<file path="config.mk">
export PLATFORM = sky130hd
export DESIGN_NAME = dmem_wbuf_bridge_flat
export DESIGN_NICKNAME = d
export VERILOG_FILES = /design/src/rtl/dmem_wbuf_bridge_pkg.sv /design/src/rtl/dmem_wbuf_bridge_if.sv /design/src/rtl/dmem_wbuf_bridge_fifo.sv /design/src/rtl/dmem_wbuf_bridge.sv /design/src/flat_wrapper.sv
export SDC_FILE = /design/constraint.sdc
export NUM_CORES = 1
export LEC_CHECK = 0
export CORE_ASPECT_RATIO = 0.8
export CORE_MARGIN = 10
export CORE_UTILIZATION = 43
export CTS_BUF_LIST = sky130_fd_sc_hd__clkbuf_2 sky130_fd_sc_hd__clkbuf_4 sky130_fd_sc_hd__clkbuf_8
export DETAILED_ROUTE_END_ITERATION = 7
export DONT_BUFFER_PORTS = 1
export GPL_ROUTABILITY_DRIVEN = 1
export MAX_ROUTING_LAYER = met4
export SLEW_MARGIN = 20
export SYNTH_ARGS = -nofsm -noshare
export SYNTH_HDL_FRONTEND = slang
export SYNTH_SLANG_ARGS = --single-unit
</file>
<file path="constraint.sdc">
create_clock -name clk -period 5.55 [get_ports clk]
set_input_delay 0.8325 -clock clk [delete_from_list [all_inputs] [get_ports clk]]
set_output_delay 0.8325 -clock clk [all_outputs]
set_load 0.02 [all_outputs]
</file>
<file path="src/rtl/dmem_wbuf_bridge_pkg.sv">
// Shared types for the data-memory write-buffer bridge.
// Entry address is stored zero-extended to AW_MAX bits.
package dmem_pkg;

   localparam int AW_MAX = 64;
   localparam logic [3:0] WSTRB_READ = 4'b0000;

   typedef struct packed {
      logic [AW_MAX-1:0] addr;
      logic [31:0]       data;
      logic [3:0]        strb;
   } wb_entry_t;

   typedef enum logic [1:0] {
      IDLE,
      WR_ISSUE,
      RD_ISSUE,
      RD_WAIT
   } dmem_state_t;

   // Narrow stores arrive right-aligned; copy them into every lane.
   function automatic logic [31:0] lane_replicate(
      input logic [3:0]  dwe,
      input logic [31:0] dwdata
   );
      case ($countones(dwe))
         1:       return {4{dwdata[7:0]}};
         2:       return {2{dwdata[15:0]}};
         default: return dwdata;
      endcase
   endfunction

endpackage

</file>
<file path="src/rtl/dmem_wbuf_bridge_if.sv">
// Multi-cycle data memory bus: request handshake plus read return.
interface dmem_wbuf_bridge_if #(
   parameter int ADDR_W = 32
);

   logic              mem_valid;
   logic              mem_ready;
   logic [ADDR_W-1:0] mem_addr;
   logic [31:0]       mem_wdata;
   logic [3:0]        mem_wstrb;
   logic              mem_rvalid;
   logic [31:0]       mem_rdata;

   modport master (
      output mem_valid, mem_addr, mem_wdata, mem_wstrb,
      input  mem_ready, mem_rvalid, mem_rdata
   );

   modport slave (
      input  mem_valid, mem_addr, mem_wdata, mem_wstrb,
      output mem_ready, mem_rvalid, mem_rdata
   );

endinterface

</file>
<file path="src/rtl/dmem_wbuf_bridge_fifo.sv">
// Posted-store FIFO; entries exposed only with DMEM_STORE_FWD_EN.
module wbuf_fifo
   import dmem_pkg::*;
#(
   parameter int WB_DEPTH = 4
)(
   input  logic                      clk,
   input  logic                      reset,
   input  logic                      push,
   input  wb_entry_t                 din,
   input  logic                      pop,
   output wb_entry_t                 head,
   output logic                      full,
   output logic                      empty,
   output logic [$clog2(WB_DEPTH):0] count
`ifdef DMEM_STORE_FWD_EN
   ,
   output wb_entry_t                 entries [WB_DEPTH],
   output logic [$clog2(WB_DEPTH)-1:0] rd_idx
`endif
);

   localparam int IW = $clog2(WB_DEPTH);

   wb_entry_t mem [WB_DEPTH];
   logic [IW:0] wr_ptr;
   logic [IW:0] rd_ptr;

   always_ff @(posedge clk or posedge reset) begin
      if (reset) begin
         wr_ptr <= '0;
         rd_ptr <= '0;
      end else begin
         if (push) wr_ptr <= wr_ptr + 1'b1;
         if (pop)  rd_ptr <= rd_ptr + 1'b1;
      end
   end

   always_ff @(posedge clk) begin
      if (push) mem[wr_ptr[IW-1:0]] <= din;
   end

   // Extra pointer MSB distinguishes full from empty.
   assign head  = mem[rd_ptr[IW-1:0]];
   assign count = wr_ptr - rd_ptr;
   assign empty = (wr_ptr == rd_ptr);
   assign full  = (wr_ptr[IW] != rd_ptr[IW]) &&
                  (wr_ptr[IW-1:0] == rd_ptr[IW-1:0]);

`ifdef DMEM_STORE_FWD_EN
   assign entries = mem;
   assign rd_idx  = rd_ptr[IW-1:0];
`endif

endmodule

</file>
<file path="src/rtl/dmem_wbuf_bridge.sv">
// CPU data port to multi-cycle bus bridge with posted stores.
// DMEM_STORE_FWD_EN adds full-word store-to-load forwarding.
module dmem_wbuf_bridge
   import dmem_pkg::*;
#(
   parameter int WB_DEPTH = 4,
   parameter int ADDR_W   = 32
)(
   input  logic              clk,
   input  logic              reset,
   input  logic [ADDR_W-1:0] daddr,
   input  logic [31:0]       dwdata,
   input  logic [3:0]        dwe,
   input  logic              cpu_rd,
   output logic [31:0]       drdata,
   output logic              stall,
   output logic              wb_empty,
   dmem_wbuf_bridge_if.master mem
);

   localparam int IW = $clog2(WB_DEPTH);
   localparam int CW = IW + 1;

   dmem_state_t state, state_n;

   logic rd_done;
   logic store_req;
   logic load_req;
   logic push;
   logic pop;
   logic full;
   logic empty;
   logic fwd_hit;
   logic [CW-1:0] count;
   wb_entry_t push_e;
   wb_entry_t head;
   logic [ADDR_W-1:0] word_addr;
   logic [4:0] shamt;
   logic unused_addr_hi;

   assign store_req = |dwe;
   assign push      = store_req && !full;
   assign load_req  = cpu_rd && !store_req && !rd_done;
   assign word_addr = {daddr[ADDR_W-1:2], 2'b00};
   assign shamt     = {daddr[1:0], 3'b000};

   always_comb begin
      push_e = '0;
      push_e.addr[ADDR_W-1:0] = word_addr;
      push_e.data = lane_replicate(dwe, dwdata);
      push_e.strb = dwe;
   end

`ifdef DMEM_STORE_FWD_EN
   wb_entry_t entries [WB_DEPTH];
   logic [IW-1:0] rd_idx;
   logic [IW-1:0] slot;
   logic fwd_found;
   wb_entry_t fwd_e;
`endif

   wbuf_fifo #(
      .WB_DEPTH (WB_DEPTH)
   ) u_fifo (
      .clk     (clk),
      .reset   (reset),
      .push    (push),
      .din     (push_e),
      .pop     (pop),
      .head    (head),
      .full    (full),
      .empty   (empty),
      .count   (count)
`ifdef DMEM_STORE_FWD_EN
      ,
      .entries (entries),
      .rd_idx  (rd_idx)
`endif
   );

`ifdef DMEM_STORE_FWD_EN
   // Oldest to youngest scan; the last match is the youngest.
   always_comb begin
      fwd_found = 1'b0;
      fwd_e     = '0;
      slot      = '0;
      for (int i = 0; i < WB_DEPTH; i++) begin
         slot = rd_idx + IW'(i);
         if (CW'(i) < count &&
             entries[slot].addr[ADDR_W-1:0] == word_addr) begin
            fwd_found = 1'b1;
            fwd_e     = entries[slot];
         end
      end
   end

   assign fwd_hit = load_req && fwd_found &&
                    (fwd_e.strb == 4'hF) &&
                    (state == IDLE || state == WR_ISSUE);
`else
   assign fwd_hit = 1'b0;
`endif

   assign stall    = !reset && ((store_req && full) || load_req);
   assign wb_empty = empty;
   assign unused_addr_hi = ^head.addr;

   always_comb begin
      state_n       = state;
      pop           = 1'b0;
      mem.mem_valid = 1'b0;
      mem.mem_addr  = '0;
      mem.mem_wdata = '0;
      mem.mem_wstrb = WSTRB_READ;
      unique case (state)
         IDLE: begin
            if (!empty || push)
               state_n = WR_ISSUE;
            else if (load_req && !fwd_hit)
               state_n = RD_ISSUE;
         end
         WR_ISSUE: begin
            mem.mem_valid = 1'b1;
            mem.mem_addr  = head.addr[ADDR_W-1:0];
            mem.mem_wdata = head.data;
            mem.mem_wstrb = head.strb;
            if (mem.mem_ready) begin
               pop = 1'b1;
               if (count > CW'(1) || push)
                  state_n = WR_ISSUE;
               else if (load_req && !fwd_hit)
                  state_n = RD_ISSUE;
               else
                  state_n = IDLE;
            end
         end
         RD_ISSUE: begin
            mem.mem_valid = 1'b1;
            mem.mem_addr  = word_addr;
            if (mem.mem_ready) state_n = RD_WAIT;
         end
         RD_WAIT: begin
            if (mem.mem_rvalid) state_n = IDLE;
         end
         default: state_n = IDLE;
      endcase
   end

   always_ff @(posedge clk or posedge reset) begin
      if (reset) begin
         state   <= IDLE;
         drdata  <= '0;
         rd_done <= 1'b0;
      end else begin
         state   <= state_n;
         rd_done <= 1'b0;
         if (state == RD_WAIT && mem.mem_rvalid) begin
            drdata  <= mem.mem_rdata >> shamt;
            rd_done <= 1'b1;
         end
`ifdef DMEM_STORE_FWD_EN
         else if (fwd_hit) begin
            drdata  <= fwd_e.data >> shamt;
            rd_done <= 1'b1;
         end
`endif
      end
   end

endmodule

</file>
<file path="src/flat_wrapper.sv">
// flat-port wrapper written by rule: the top's interface ports become plain ports
module dmem_wbuf_bridge_flat import dmem_pkg::*;
#(
   parameter int WB_DEPTH = 4,
   parameter int ADDR_W   = 32
)
  (clk, reset, daddr, dwdata, dwe, cpu_rd, drdata, stall, wb_empty, mem_mem_valid, mem_mem_addr, mem_mem_wdata, mem_mem_wstrb, mem_mem_ready, mem_mem_rvalid, mem_mem_rdata);
  dmem_wbuf_bridge_if #(.ADDR_W(ADDR_W)) mem_i ();
  input  logic clk;
  input  logic reset;
  input  logic [ADDR_W-1:0] daddr;
  input  logic [31:0] dwdata;
  input  logic [3:0] dwe;
  input  logic cpu_rd;
  output logic [31:0] drdata;
  output logic stall;
  output logic wb_empty;
  output wire logic [$bits(mem_i.mem_valid)-1:0] mem_mem_valid;
  output wire logic [$bits(mem_i.mem_addr)-1:0] mem_mem_addr;
  output wire logic [$bits(mem_i.mem_wdata)-1:0] mem_mem_wdata;
  output wire logic [$bits(mem_i.mem_wstrb)-1:0] mem_mem_wstrb;
  input wire logic [$bits(mem_i.mem_ready)-1:0] mem_mem_ready;
  input wire logic [$bits(mem_i.mem_rvalid)-1:0] mem_mem_rvalid;
  input wire logic [$bits(mem_i.mem_rdata)-1:0] mem_mem_rdata;
  assign mem_mem_valid = mem_i.mem_valid;
  assign mem_mem_addr = mem_i.mem_addr;
  assign mem_mem_wdata = mem_i.mem_wdata;
  assign mem_mem_wstrb = mem_i.mem_wstrb;
  assign mem_i.mem_ready = mem_mem_ready;
  assign mem_i.mem_rvalid = mem_mem_rvalid;
  assign mem_i.mem_rdata = mem_mem_rdata;
  dmem_wbuf_bridge #(.WB_DEPTH(WB_DEPTH), .ADDR_W(ADDR_W)) u_core (.clk(clk), .reset(reset), .daddr(daddr), .dwdata(dwdata), .dwe(dwe), .cpu_rd(cpu_rd), .drdata(drdata), .stall(stall), .wb_empty(wb_empty), .mem(mem_i));
endmodule
</file>
==> results.yml, run 1 <==
run_status:
  status: "finished clean"
timing:
  worst_slew_pin_slew_ns: 1.08
  slew_headroom_pct: 28.0
  fin_crit_ns: 3.67
  fin_crit_sh_pct: 66.0
  hold_viol_final: 0
  max_freq_mhz: 273
  setup_viol: 0
  fin_ws_ns: 1.88
  skew_ns: 0.0187
  setup_tns_ns: 0
  drv_slew: 0
  rsz0062_at_grt: "false"
setup_path:
  startpoint_type: "register"
  cpPeakStageDelay_ns: 0.86
  path_delay_family: "compound AO/OA/AOI/OAI gates"
  crit_buf_inv: 0
  cp.arrival_ns: 2.83
  path_class: "register to output pin"
  cp-end-kind: "output pin"
  crit_fanout: 32
  required_ns: 4.72
  slowest_stage: "a311oi_1"
  path_cells: "ha_1 -> a32oi_2 -> a311oi_1"
floorplanning:
  rows: 57
  die_area_um2: 38100
  die_h_um: 177
  io_pins: 208
  core_um2: 30300
  start_util_pct: 43.5
  die_width_um: 216
final_layout:
  finalNonFillerCells: 1214
  regArea_um2: 8960
  area_growth_pct: 9.80
  postLayoutCellArea_um2: 14500
  drive_above_1_share_pct: 21.7
  n_fill_cell: 2556
  multiInputGateArea_um2: 3880
  final_util_pct: 47.8
  nets: 886
detailed_routing:
  vias: 6862
  drc_errors: 0
  routed_wirelength_um: 31100
  first_pass_iters: 5
  drt_iter0_drc: 613
  avgRoutedWirePerCell_um: 25.6
  ant_nets: 0
  viasPerCell: 5.65
synthesis:
  async_flop_share_pct: 13.4
  synth-seq-area-share_pct: 67.9
  ys.flop_type: "edfxtp_1"
  synth_top_area_share_pct: 60.1
  synth_largest_area_cell: "edfxtp_1"
  synth_top_cells_by_count: "edfxtp_1, mux4_2, dfrtp_1"
  syn-cell-area_um2: 13200
  synth_cell_type_count: 46
  synth_seq_cells: 305
  synth_warnings: 0
  syn_area_per_cell_um2: 17.5
  synth_edf_count: 264
  syn_inst: 754
  synth.most_common_cell: "edfxtp_1"
  synth.area.top_cells: "edfxtp_1, mux4_2, dfrtp_1"
pwr:
  p_switching_mw: 3.32
  comb_power_share_pct: 34.4
  internal_power_mw: 5.85
  seqPwrFrac_pct: 45.1
  p_leak_nw: 4.95
  clock_power_share_pct: 20.5
  switching_share_pct: 36.2
  power.density_nw_per_um2: 633
  vdd_drop_max_uv: 288
clock_tree:
  numCtsBuffers: 48
  ctsHoldBuffers: 0
  cts_setup_buffers: 0
  cts_max_level: 2
  clockBufferDepth: 3
  path_clk_slew_ns: 0.06
  cts_tree: "done"
  clock_latency_ns: 0.57
  clkSinkCount: 305
  cts_resized: 0
  cts_root_buffer: "clkbuf_8"
grt:
  grt_pass1_wl_um: 46500
  grt_max_degree: 68
  antenna_found_initial: 2
  grt.total_usage_pct: 16.4
  overflow: 0
  grt_pass1_vias: 7152
placed_design:
  port_buffers: 0
  place_ws_ns: 2.10
  dpl.cell_count: 1123
  placed_cell_area_um2: 13500
  gp_congestion: 0.780
  hpwlAfterDp_um: 19600
job:
  maxCapViolCount: 0
min_path:
  hold_path.class: "primary input to async pin"
==> registers in the layout (all words and copies together), names as in the netlist <==
register,cells
u_core.state,2
u_core.drdata,32
u_core.u_fifo.wr_ptr,3
u_core.rd_done,1
u_core.u_fifo.mem,264
u_core.u_fifo.rd_ptr,3
==> path summary, 6_finish.rpt <==
kind	from	end	slack (ns)	cells after the start
max reg2reg	u_core.u_fifo.rd_ptr[0]	u_core.u_fifo.mem[0][43]	2.47	3
max in group asynchronous	reset	u_core.drdata[17]	4.43	2
min	reset	u_core.state[0]	0.32	1
max	u_core.u_fifo.rd_ptr[0]	stall	1.88	3
min in group clk	daddr[12]	u_core.u_fifo.mem[3][46]	0.36	0
min reg2reg	u_core.u_fifo.rd_ptr[2]	u_core.u_fifo.rd_ptr[2]	0.53	1
==> cell type report <==
class	count	share of cell area, %
inverters	16	0.415
flip-flops and latches	305	61.9
clock buffers	64	5.52
multi-input cells	384	26.8
clock inverters	23	1.09
well taps	413	3.57
diodes	2	0.0346
repair buffers	7	0.726
==> power groups by stage <==
stage / Sequential, mW / Combinational (mW) / Clock, mW
after floorplan: 3.99 / 2.60 / 0
after global placement: 4.15 / 3.11 / 0
after detailed placement: 4.21 / 3.17 / 0
after CTS: 4.17 / 3.19 / 1.94
after global routing: 4.23 / 3.44 / 2.04
final: 4.13 / 3.16 / 1.88
==> cell families (layout without fill, tap and decap cells) <==
kind of cell	count (synthesis)	after routing	share of synthesized area, %
flops	305	305	67.9
simple gates	128	128	5.37
compound gates	121	121	6.33
mux	107	107	15.0
buf+inv	66	110	2.88
fa+ha+maj	19	19	1.92
xor+xnor	7	7	0.569
other cells	1	4	0.0284
==> through the flow <==
step / power, mW / hold slack [ns]
after floorplan: 6.59 / 0.486
after global placement: 7.25 / 0.514
after detailed placement: 7.38 / 0.523
after CTS: 9.30 / 0.279
after global routing: 9.71 / 0.304
final: 9.17 / 0.318
==> routing by layer <==
layer	vias to the layer above	global-route usage, %	wire (um)
met5	-	-	0
met4	0	3.87	486
met3	49	7.23	3510
met2	278	24.1	14500
met1	3533	20.5	12500
li1	3002	-	-
==> cells in the final DEF (no fill, tap or decap), types with 3 or more instances in the layout <==
cell,synthesis,layout
mux2_2,25,25
nor2_1,13,13
mux2i_1,16,16
nand3_1,3,3
clkbuf_8,0,51
o21ai_0,25,25
and2_1,40,36
inv_1,15,15
and2_4,0,4
a211oi_1,8,8
a22oi_1,30,30
nor2b_1,39,39
mux4_1,14,14
o221ai_1,8,8
a22o_1,8,8
buf_4,3,4
o21a_1,8,8
dfrtp_1,41,39
ha_1,17,15
clkinv_1,0,13
a21oi_1,18,18
clkinv_2,0,5
mux4_2,52,52
nand2_1,25,24
edfxtp_1,264,264
o22ai_1,9,9
clkbuf_4,0,13
xnor2_1,4,4
Note: power is estimated with default switching activity, not from simulation.
==> run 2: changes to the inputs <==
- clock period: 5.55 -> 3.7 ns (I/O delays scaled with it)
==> results.yml, run 2 (same netlist as run 1, synthesis figures left out) <==
pwr:
  power.density_nw_per_um2: 944
  p_leak_nw: 5.01
  power_mw: 13.7
  vdd_drop_max_uv: 442
floorplanning:
  rows: 57
  core_um2: 30300
  die_area_um2: 38100
  start_util_pct: 43.5
  io_pins: 208
  die_h_um: 177
  die_width_um: 216
placed_design:
  hpwlAfterDp_um: 20300
  placed_cell_area_um2: 13600
  port_buffers: 0
  gp_congestion: 0.813
grt:
  grt.total_usage_pct: 16.5
  antenna_found_initial: 0
  overflow: 0
  grt_max_degree: 45
  grt_pass1_wl_um: 46600
  grt_pass1_vias: 7136
clock_tree:
  cts_tree: "done"
  cts_resized: 0
  numCtsBuffers: 49
  clkSinkCount: 305
  path_clk_slew_ns: 0.06
  clockBufferDepth: 3
  clock_latency_ns: 0.58
  cts_root_buffer: "clkbuf_8"
  cts_max_level: 2
setup_path:
  r2r_slack_ns: 1.08
  endpoint: "mem_mem_addr[9]"
  cp-end-kind: "output pin"
  startpoint_type: "register"
  ff2ff_path_depth: 4
  critPathLaunch: "u_core.u_fifo.rd_ptr[0]"
  cp.arrival_ns: 2.63
  path_class: "register to output pin"
  r2r_start: "u_core.u_fifo.rd_ptr[0]"
  cpPeakStageDelay_ns: 0.61
  crit_fanout: 22
  slowest_stage: "mux4_1"
  required_ns: 3.14
  path_cells: "buf_4 -> mux4_1 -> a22oi_1 -> nor2b_1"
  timing.rr.end: "u_core.u_fifo.mem[3][22]"
min_path:
  hp-start: "daddr[11]"
  hold_path_depth: 0
  hold_path.class: "primary input to register"
detailed_routing:
  ant_nets: 0
  avgRoutedWirePerCell_um: 25.4
  vias: 6863
  viasPerCell: 5.61
  routed_wirelength_um: 31100
  drc_errors: 0
  drt_iter0_drc: 539
  first_pass_iters: 5
timing:
  fin_crit_sh_pct: 85.9
  drv_slew: 0
  skew_ns: 0.0282
  slew_headroom_pct: 39.6
  setup_tns_ns: 0
  worst_slew_pin_slew_ns: 0.905
  hold_viol_final: 0
  fin_crit_ns: 3.18
  rsz0062_at_grt: "false"
  setup_viol: 0
  max_freq_mhz: 314
final_layout:
  drive_above_1_share_pct: 22.9
  n_fill_cell: 2536
  postLayoutCellArea_um2: 14500
  final_util_pct: 48.0
  final_common_cell: "edfxtp_1"
  nets: 896
  final_cell_mix: "edfxtp_1, mux4_2, clkbuf_8, nor2b_1, dfrtp_1"
  antenna_cells: 0
  area_growth_pct: 10.3
  largest_reg_flops: 264
run_status:
  status: "finished clean"
job:
  maxCapViolCount: 0
## run 2: how the worst min path moves through the flow
stage,to,slack [ns]
global route,u_core.u_fifo.mem[0][0],0.02
global placement,u_core.u_fifo.wr_ptr[0],0.35
floorplan,u_core.u_fifo.rd_ptr[2],0.49
CTS,u_core.u_fifo.mem[2][45],0.02
detailed placement,u_core.u_fifo.wr_ptr[0],0.35
finish,u_core.u_fifo.mem[2][45],0.07
## run 2: area by class of cell
type,instances,area [um^2],area share (%)
clock inverters,21,98.8,0.680
flip-flops and latches,305,8960,61.6
inverters,16,60.1,0.413
repair buffers,16,198,1.36
multi-input cells,384,3870,26.6
clock buffers,69,837,5.75
well taps,413,517,3.55
## run 2: worst max-delay path, delay by kind of cell (launching register included)
kind            cells  cell delay [ns]
mux                 1             0.61
flops               1             0.57
buf+inv             1             0.44
compound gates      1             0.24
simple gates        1             0.18
## run 2: metal layers
layer | track usage (%) | routed length (um)
met1 | 20.3 | 12600
met2 | 24.9 | 14700
met3 | 6.70 | 3320
met4 | 4.48 | 511
met5 | - | 0
## run 2: per-stage QoR
step           setup WS [ns]  hold slack (ns)  std cells
6_report               0.520           0.0664       1224
5_1_grt                0.310           0.0183       1224
4_1_cts                0.403           0.0186       1224
3_5_place_dp           0.850            0.351       1133
3_3_place_gp           0.882            0.346       1133
2_1_floorplan        0.00149            0.486        755
## run 2: power by group
group          total (mW)  switching [mW]  internal, mW  leakage (nW)
logic                4.95            3.06          1.89          1.53
registers            6.04           0.635          5.41          2.98
clock network        2.74            1.28          1.46         0.505
## run 2: timing repair
item / in CTS / in global routing
hold buffers: 1 / 0
hold endpoints to repair: 4 / 0
buffers inserted: 0 / 0
